[src/rtl/alu_arbiter.sv]
// -----------------------------------------------------------------------------
// alu_arbiter
//
// Arbitrates two requesters onto one shared, externally instantiated 8-bit ALU.
// Only one operation is in flight at a time. Requests are never queued: a
// requester that is not granted simply keeps (or drops) its valid.
//
// Ports
//   Clk, Rst                 clock, asynchronous active-high reset
//   reqN_valid/ready (N=0,1) request handshake (ready is combinational)
//   reqN_a, reqN_b, reqN_sel operands and opcode
//                            (0010 add, 0110 sub, 0000 and, 0001 or)
//   rsp_valid/rsp_ready      response handshake
//   rsp_id                   requester that issued the response
//   rsp_data, rsp_zero       ALU result and zero flag (zero comes from the ALU)
//   rsp_err                  opcode was illegal (ALU is not used)
//   alu_a, alu_b, alu_sel    drive to the shared ALU (sel=1111 means hold)
//   alu_out, alu_zero        ALU result, valid one posedge after alu_sel sampled
//
// DATA_W exists for interface symmetry; the shared ALU is 8 bits wide, so
// only DATA_W = 8 is supported.
//
// state   | meaning
// --------+------------------------------------------------------------------
// IDLE    | waiting for a request; ready driven for the granted requester
// ISSUE   | latched operands/opcode presented to the ALU for one cycle
// CAPTURE | ALU result valid; registered into the response this cycle
// RESP    | rsp_valid high, response held until rsp_ready
// -----------------------------------------------------------------------------
module alu_arbiter #(
  parameter int DATA_W = 8
) (
  input  logic              Clk,
  input  logic              Rst,

  input  logic              req0_valid,
  output logic              req0_ready,
  input  logic [DATA_W-1:0] req0_a,
  input  logic [DATA_W-1:0] req0_b,
  input  logic [3:0]        req0_sel,

  input  logic              req1_valid,
  output logic              req1_ready,
  input  logic [DATA_W-1:0] req1_a,
  input  logic [DATA_W-1:0] req1_b,
  input  logic [3:0]        req1_sel,

  output logic              rsp_valid,
  input  logic              rsp_ready,
  output logic              rsp_id,
  output logic [DATA_W-1:0] rsp_data,
  output logic              rsp_zero,
  output logic              rsp_err,

  output logic [DATA_W-1:0] alu_a,
  output logic [DATA_W-1:0] alu_b,
  output logic [3:0]        alu_sel,
  input  logic [DATA_W-1:0] alu_out,
  input  logic              alu_zero
);

  localparam logic [3:0] OP_ADD  = 4'b0010;
  localparam logic [3:0] OP_SUB  = 4'b0110;
  localparam logic [3:0] OP_AND  = 4'b0000;
  localparam logic [3:0] OP_OR   = 4'b0001;
  localparam logic [3:0] OP_HOLD = 4'b1111;

  typedef enum logic [1:0] {
    S_IDLE    = 2'd0,
    S_ISSUE   = 2'd1,
    S_CAPTURE = 2'd2,
    S_RESP    = 2'd3
  } state_t;

  state_t state;
  state_t state_nxt;

  // Requester granted most recently; reset to 1 so req0 wins the first tie.
  logic last_gnt;

  logic gnt_any;
  logic gnt_id;
  logic acc_legal;

  logic [DATA_W-1:0] acc_a;
  logic [DATA_W-1:0] acc_b;
  logic [3:0]        acc_sel;

  logic [DATA_W-1:0] op_a;
  logic [DATA_W-1:0] op_b;
  logic [3:0]        op_sel;

  function automatic logic is_legal(input logic [3:0] sel);
    logic ok;
    ok = 1'b0;
    case (sel)
      OP_ADD, OP_SUB, OP_AND, OP_OR: ok = 1'b1;
      default:                       ok = 1'b0;
    endcase
    return ok;
  endfunction

  // ---------------------------------------------------------------------------
  // Arbitration: only in IDLE. A tie goes to the requester not granted last;
  // a lone request wins regardless of the pointer.
  // ---------------------------------------------------------------------------
  always_comb begin
    gnt_any = 1'b0;
    gnt_id  = 1'b0;
    if (state == S_IDLE) begin
      if (req0_valid && req1_valid) begin
        gnt_any = 1'b1;
        gnt_id  = ~last_gnt;
      end else if (req0_valid) begin
        gnt_any = 1'b1;
        gnt_id  = 1'b0;
      end else if (req1_valid) begin
        gnt_any = 1'b1;
        gnt_id  = 1'b1;
      end
    end
  end

  assign req0_ready = gnt_any & ~gnt_id;
  assign req1_ready = gnt_any &  gnt_id;

  // Ready is only raised for a valid requester, so a grant is an acceptance.
  assign acc_a     = gnt_id ? req1_a   : req0_a;
  assign acc_b     = gnt_id ? req1_b   : req0_b;
  assign acc_sel   = gnt_id ? req1_sel : req0_sel;
  assign acc_legal = is_legal(acc_sel);

  // ---------------------------------------------------------------------------
  // FSM: state register
  // ---------------------------------------------------------------------------
  always_ff @(posedge Clk or posedge Rst) begin
    if (Rst) begin
      state <= S_IDLE;
    end else begin
      state <= state_nxt;
    end
  end

  // ---------------------------------------------------------------------------
  // FSM: next state
  // ---------------------------------------------------------------------------
  always_comb begin
    state_nxt = state;
    case (state)
      S_IDLE: begin
        if (gnt_any) begin
          // Illegal opcodes skip the ALU entirely.
          state_nxt = acc_legal ? S_ISSUE : S_RESP;
        end
      end
      S_ISSUE:   state_nxt = S_CAPTURE;
      S_CAPTURE: state_nxt = S_RESP;
      S_RESP: begin
        if (rsp_ready) begin
          state_nxt = S_IDLE;
        end
      end
      default:   state_nxt = S_IDLE;
    endcase
  end

  // ---------------------------------------------------------------------------
  // FSM: outputs. The ALU sees operands only during ISSUE and is told to hold
  // otherwise, so it never computes on stale or illegal operations.
  // ---------------------------------------------------------------------------
  always_comb begin
    rsp_valid = 1'b0;
    alu_a     = '0;
    alu_b     = '0;
    alu_sel   = OP_HOLD;
    case (state)
      S_ISSUE: begin
        alu_a   = op_a;
        alu_b   = op_b;
        alu_sel = op_sel;
      end
      S_RESP: begin
        rsp_valid = 1'b1;
      end
      default: begin
        rsp_valid = 1'b0;
      end
    endcase
  end

  // ---------------------------------------------------------------------------
  // Operation latch, round-robin pointer and response registers
  // ---------------------------------------------------------------------------
  always_ff @(posedge Clk or posedge Rst) begin
    if (Rst) begin
      op_a     <= '0;
      op_b     <= '0;
      op_sel   <= OP_HOLD;
      last_gnt <= 1'b1;
      rsp_id   <= 1'b0;
      rsp_data <= '0;
      rsp_zero <= 1'b0;
      rsp_err  <= 1'b0;
    end else begin
      if (gnt_any) begin
        op_a     <= acc_a;
        op_b     <= acc_b;
        op_sel   <= acc_sel;
        last_gnt <= gnt_id;
        rsp_id   <= gnt_id;
        if (!acc_legal) begin
          rsp_err  <= 1'b1;
          rsp_data <= '0;
          rsp_zero <= 1'b0;
        end
      end
      if (state == S_CAPTURE) begin
        // Zero flag is taken from the ALU, not recomputed from the data.
        rsp_data <= alu_out;
        rsp_zero <= alu_zero;
        rsp_err  <= 1'b0;
      end
    end
  end

endmodule

[config.mk]
export PLATFORM = sky130hd
export DESIGN_NAME = alu_arbiter
export DESIGN_NICKNAME = d
export VERILOG_FILES = /design/src/rtl/alu_arbiter.sv
export SDC_FILE = /design/constraint.sdc
export NUM_CORES = 1
export LEC_CHECK = 0
export ABC_CLOCK_PERIOD_IN_PS = 1600
export CAP_MARGIN = 20
export CORE_MARGIN = 3
export CORE_UTILIZATION = 37
export CTS_BUF_LIST = sky130_fd_sc_hd__clkbuf_8
export CTS_CLUSTER_SIZE = 40
export DETAILED_ROUTE_END_ITERATION = 12
export PLACE_DENSITY = 0.84
export RECOVER_POWER = 100
export SKIP_CTS_REPAIR_TIMING = 1
export SYNTH_ARGS = -nofsm -noshare
export SYNTH_HDL_FRONTEND = slang
export SYNTH_SLANG_ARGS = --single-unit
[constraint.sdc]
create_clock -name Clk -period 1.6 [get_ports Clk]
set_input_delay 0.48 -clock Clk [delete_from_list [all_inputs] [get_ports Clk]]
set_output_delay 0.48 -clock Clk [all_outputs]
set_load 0.02 [all_outputs]
Yosys cells after proc, flatten, opt, wreduce, memory -nomap -nowiden
Cells that the tools add are included.
- word-level logic and storage cells: 57
- bits in registers: 34
- input bits: 54
- output and inout bits: 34
- reductions and logical operators: 7
- equality and inequality tests: 9
- bitwise logic cells: 4
- mux-type cells: 28
- operators by type and width (operator ; number):
    2-to-1 mux 8 bit ; 7
    2-to-1 mux 1 bit ; 15
    2-to-1 mux 4 bit ; 2
    case mux 2 bit (4 select lines) ; 1
    2-to-1 mux 2 bit ; 3
    equality test 2 bit (second input constant) ; 2
    equality test 4 x 1 -> 1 bit (second input constant) ; 1
    equality test 4 x 2 -> 1 bit (second input constant) ; 1
    equality test 4 x 3 -> 1 bit (second input constant) ; 1
    logical NOT 4 bit ; 1
    != test 2 bit (second input constant) ; 2
    AND reduction 2 bit ; 2
    OR reduction 4 bit ; 1
    bitwise AND 1 bit ; 2
    equality test 2 x 1 -> 1 bit (second input constant) ; 1
    logical NOT 2 bit ; 1
    != test 2 x 1 -> 1 bit (second input constant) ; 1
    inverter 1 bit ; 2
    nonzero test 2 bit ; 1
    logical AND 1 bit ; 1

Depth between registers and ports, before layout
- word-level depth: 11
- gate-level depth with buffers: 8

Worst setup path after synthesis
No wires, ideal clock.
- path kind: reg-to-output
- from: register state[0]
- to: output req0_ready
- path slack: -0.160 ns
- data arrival time: 1.280 ns
- cell stages (with the launch flop): 7
- required time: 1.120 ns
- buffers on the path: 1
- path through: dfrtp_1 > inv_1 > ha_1 > nand2_1 > a21oi_4 > nor2_2 > buf_2
- longest elaborated chain between the ends: 4
- elaborated cells between the ends (all ways): 5
- RTL lines (item ; RTL line ; RTL):
    start: declaration ; 75 ; state_t state;
    start signal: assignment ; 140 ; state <= state_nxt;
    logical NOT 2 bit (*) ; 110 ; if (state == S_IDLE) begin
    2-to-1 mux 1 bit ; 110 ;
    inverter 1 bit ; 124 ; assign req0_ready = gnt_any & ~gnt_id;
    bitwise AND 1 bit (*) ; 124 ;
    end: declaration ; 37 ; output logic req0_ready,
Mark *: on every way between the ends. The rest lies on a longest branch, timed or not.

Worst setup path in the final report
Same ends and word-level chain as after synthesis.

==> summary.txt <==
Job
  • Maximum Capacitance Violations: 0

Power and ir drop
  • Static power due to leakage: around 1.4 nW
  • Power density over the cells: between 1500 and 2000 nW/um^2
  • Maximum ir drop on the vdd rail: 1.05 mV
  • Total power: 5.68 mW

STA
  • Tcrit/Tclk final: 1.17
  • Maximum achievable frequency: ~530 MHz
  • Worst rel slew slack: 0.435
  • Count of endpoints failing setup in the final report: slightly above 40
  • Final-layout setup total negative slack: -7.25 ns
  • Worst-Margin Slew: 0.847 ns
  • Unrepaired setup endpoints after global routing: yes
  • Hold_ws: around 0.48 ns
  • Minimum clock period after layout: between 1.5 and 2 ns
  • Final setup slack of the worst path: -0.276 ns
  • Clock Skews: between 0.002 and 0.003 ns
  • Total count of hold-check failures in the final report: 0
  • Final Max Tran Viols: 0

Logic synthesis
  • Library cell with the largest summed area after synthesis: dfrtp_1
  • Post-synthesis share of cell area spent on and, or, nand and nor gates: 0.175
  • Synth Area in Compound Gates: 0.153
  • Synth area leaders: dfrtp_1 (42%), and2_1 (11%), mux2i_1 (8.7%)
  • Post-synthesis cell type count: 28
  • Share of synthesized area spent on multiplexers: 0.102
  • Total of flip-flops plus latches after synthesis: 34
  • Adder-cell share of the synthesized area: 0.0361
  • Post-synth top area share: 0.419
  • Post-synthesis async set-or-reset flop share: 1.00
  • Combined area of all synthesized cells: around 1700 sq um
  • Top FF cell, synth: dfrtp_1
  • Main combinational cell family by area after synthesis: simple AND/OR/NAND/NOR gates
  • Most numerous cell in the Yosys netlist: and2_1
  • Number of warning messages in the yosys log: 0
  • Most frequent cells after synthesis: and2_1 (30), dfrtp_1 (29), mux2i_1 (15)
  • Instance count of the mapped netlist: between 150 and 200
  • Synthesized Nets: around 220
  • Register area share after synthesis: 0.495
  • Parity-gate share of the synthesized area counting xor and xnor cells: 0
  • Number of synthesized flops with an enable pin: 0
  • Mean post-synth cell area: 11.0 sq um

Critical path
  • Reg2Reg Launch Point: state[0]
  • Setup slack, reg-to-reg: -0.17 ns
  • WP buf/inv: 2
  • CP max FO: 3
  • Crit Path Class: reg -> out
  • Critical path, cell by cell: inv_2 > ha_4 > nand2_4 > a21oi_4 > nor2_4 > buf_6
  • Arr. time, crit path: about 1.4 ns
  • Worst reg2reg path depth: 9
  • Required time at the endpoint of the critical path: between 1 and 1.5 ns
  • CP Launch Type: flop
  • Critical path's top delay family: flip-flops
  • Critical R2R Capture: rsp_zero
  • Stage delay of the slowest cell on the critical path: between 0.4 and 0.5 ns
  • Critical Path Slowest Stage Cell: dfrtp_2
  • Crit. End Element: output pin

Global routing
  • Largest net degree at the start of global routing: 35
  • Antenna violations before repair: 0
  • Wire length of the first global-routing pass: 7530 microns
  • Combined global-route utilization of all metal layers: 0.178
  • Via count of the first global-routing pass: between 1500 and 2000
  • Total overflow reported by the global router: 0

Placed design
  • DP Worst Slack: -0.846 ns
  • Post-DP HPWL: between 3000 and 4000 microns
  • Final GP Congestion: 0.776
  • Total instance count after detailed placement: approximately 310
  • Count of input and output buffers: 87

Route
  • Post-DRT Antenna Nets: 0
  • Routed Wire Length: 5170 microns
  • Routed wire per std cell: between 15 and 20 microns
  • DRC violation count after routing: 0
  • Number of optimization iterations in the first detailed-route pass: 4
  • Per-cell via count in the routed design: approximately 5
  • Iter 0 DRT Violations: between 60 and 70
  • Vias post-DR: 1589

Floorplanning
  • Chip width: about 74 microns
  • Die area: 5540 sq um
  • IO Pins: a little under 90
  • Number of placement rows: 24
  • Placeable Area: about 4400 sq um
  • Initial core utilization: 0.390
  • Height of the chip: 74.4 microns

Min path
  • Worst Hold Path EP: op_sel[2]
  • Hold wc startpoint: op_sel[2]
  • Cells on Worst Hold Path: 2
  • Path category of the worst min-delay check: reg -> reg

Outcome
  • Outcome: finished with violations
  • Failing checks: setup timing

Finish
  • Layout Nets: 324
  • Diode insertion count for antenna repair: 0
  • Area grow syn2layout: 77.6%
  • Layout cell share with drive strength beyond 1: 0.361
  • Post-route insts no fill: 318

Clock tree
  • TritonCTS clock tree: yes
  • Number of H-tree levels: 2
  • Number of clock sinks seen by CTS: 34
  • CTS buffer count: 5
  • Root Buffer: clkbuf_8
  • CTS Buffer Depth: 2
  • Clock transition at the registers of the reported paths: about 0.070 ns
  • Clock latency of the later-clocked register in the worst-skew pair: 0.29 ns
-- per-stage QoR --
step / utilization / instance area (sq um)
final: 0.692 / 3080
after global routing: 0.692 / 3080
after CTS: 0.651 / 2900
after detailed placement: 0.631 / 2800
after global placement: 0.631 / 2800
after floorplan: - / 1770
-- metal layers --
| metal | track usage | vias to the layer above | part of all wire |
|---|---|---|---|
| met1 | 0.218 | 775 | 0.40 |
| met4 | 0.0415 | 0 | 0.0072 |
| met3 | 0.0527 | 4 | 0.053 |
| met2 | 0.309 | 46 | 0.53 |
| li1 | - | 764 | - |
| met5 | 0 | - | 0 |
-- where the power goes --
group          total, mW  switching, mW  internal, mW
combinational       3.44           1.64          1.80
sequential          1.59          0.244          1.34
clock              0.654          0.314         0.341
-- area by class of cell --
type	count	area, sq um
well taps	52	65.1
repair buffers	110	1070
clock inverters	2	8.76
multi-input cells	110	971
fillers	353	1370
flip-flops and latches	34	858
inverters	4	15.0
clock buffers	6	82.6
-- worst max-delay path by stage --
stage	start	endpoint	slack, ns	cells after the start
finish	state[0]	req0_ready	-0.28	6
global placement	req1_valid	req0_ready	-0.83	5
floorplan	state[1]	req0_ready	-0.03	6
global route	state[0]	req0_ready	-0.34	6
detailed placement	req1_valid	req0_ready	-0.85	5
CTS	req1_valid	req0_ready	-0.85	5
-- worst reg2reg max path, stage by stage (launching register included) --
cell     delay [ns]
dfrtp_2        0.42
inv_2          0.07
ha_4           0.18
nand2_4        0.07
a21oi_4        0.04
buf_4          0.16
buf_12         0.15
o311a_4        0.39
buf_4          0.15
nor2_2         0.09
-- layout by cell type, fill, tap and decap left out, drive strengths merged, types with 3 or more instances in the layout --
master,n
clkbuf,19
and2,30
a221o,14
inv,5
nor2,13
dfstp,5
buf,44
clkdlybuf4s50,47
dfrtp,29
mux2i,15
nand2,7
dlymetal6s2s,5
nand2b,5
ha,5
a21o,3
o21ai,9
-- kinds of logic (layout without fill, tap and decap cells) --
logic type / count (synthesis) / after routing
compound gates: 32 / 32
simple gates: 56 / 56
mux: 17 / 17
fa+ha+maj: 5 / 5
buf+inv: 14 / 122
flops: 34 / 34
-- state kept, by name (all words and copies together) (netlist names) --
register / flops
op_a: 8
op_b: 8
rsp_data: 8
op_sel: 4
state: 2
last_gnt: 1
rsp_err: 1
rsp_id: 1
rsp_zero: 1
No activity file was read; power rests on OpenSTA's default activity.
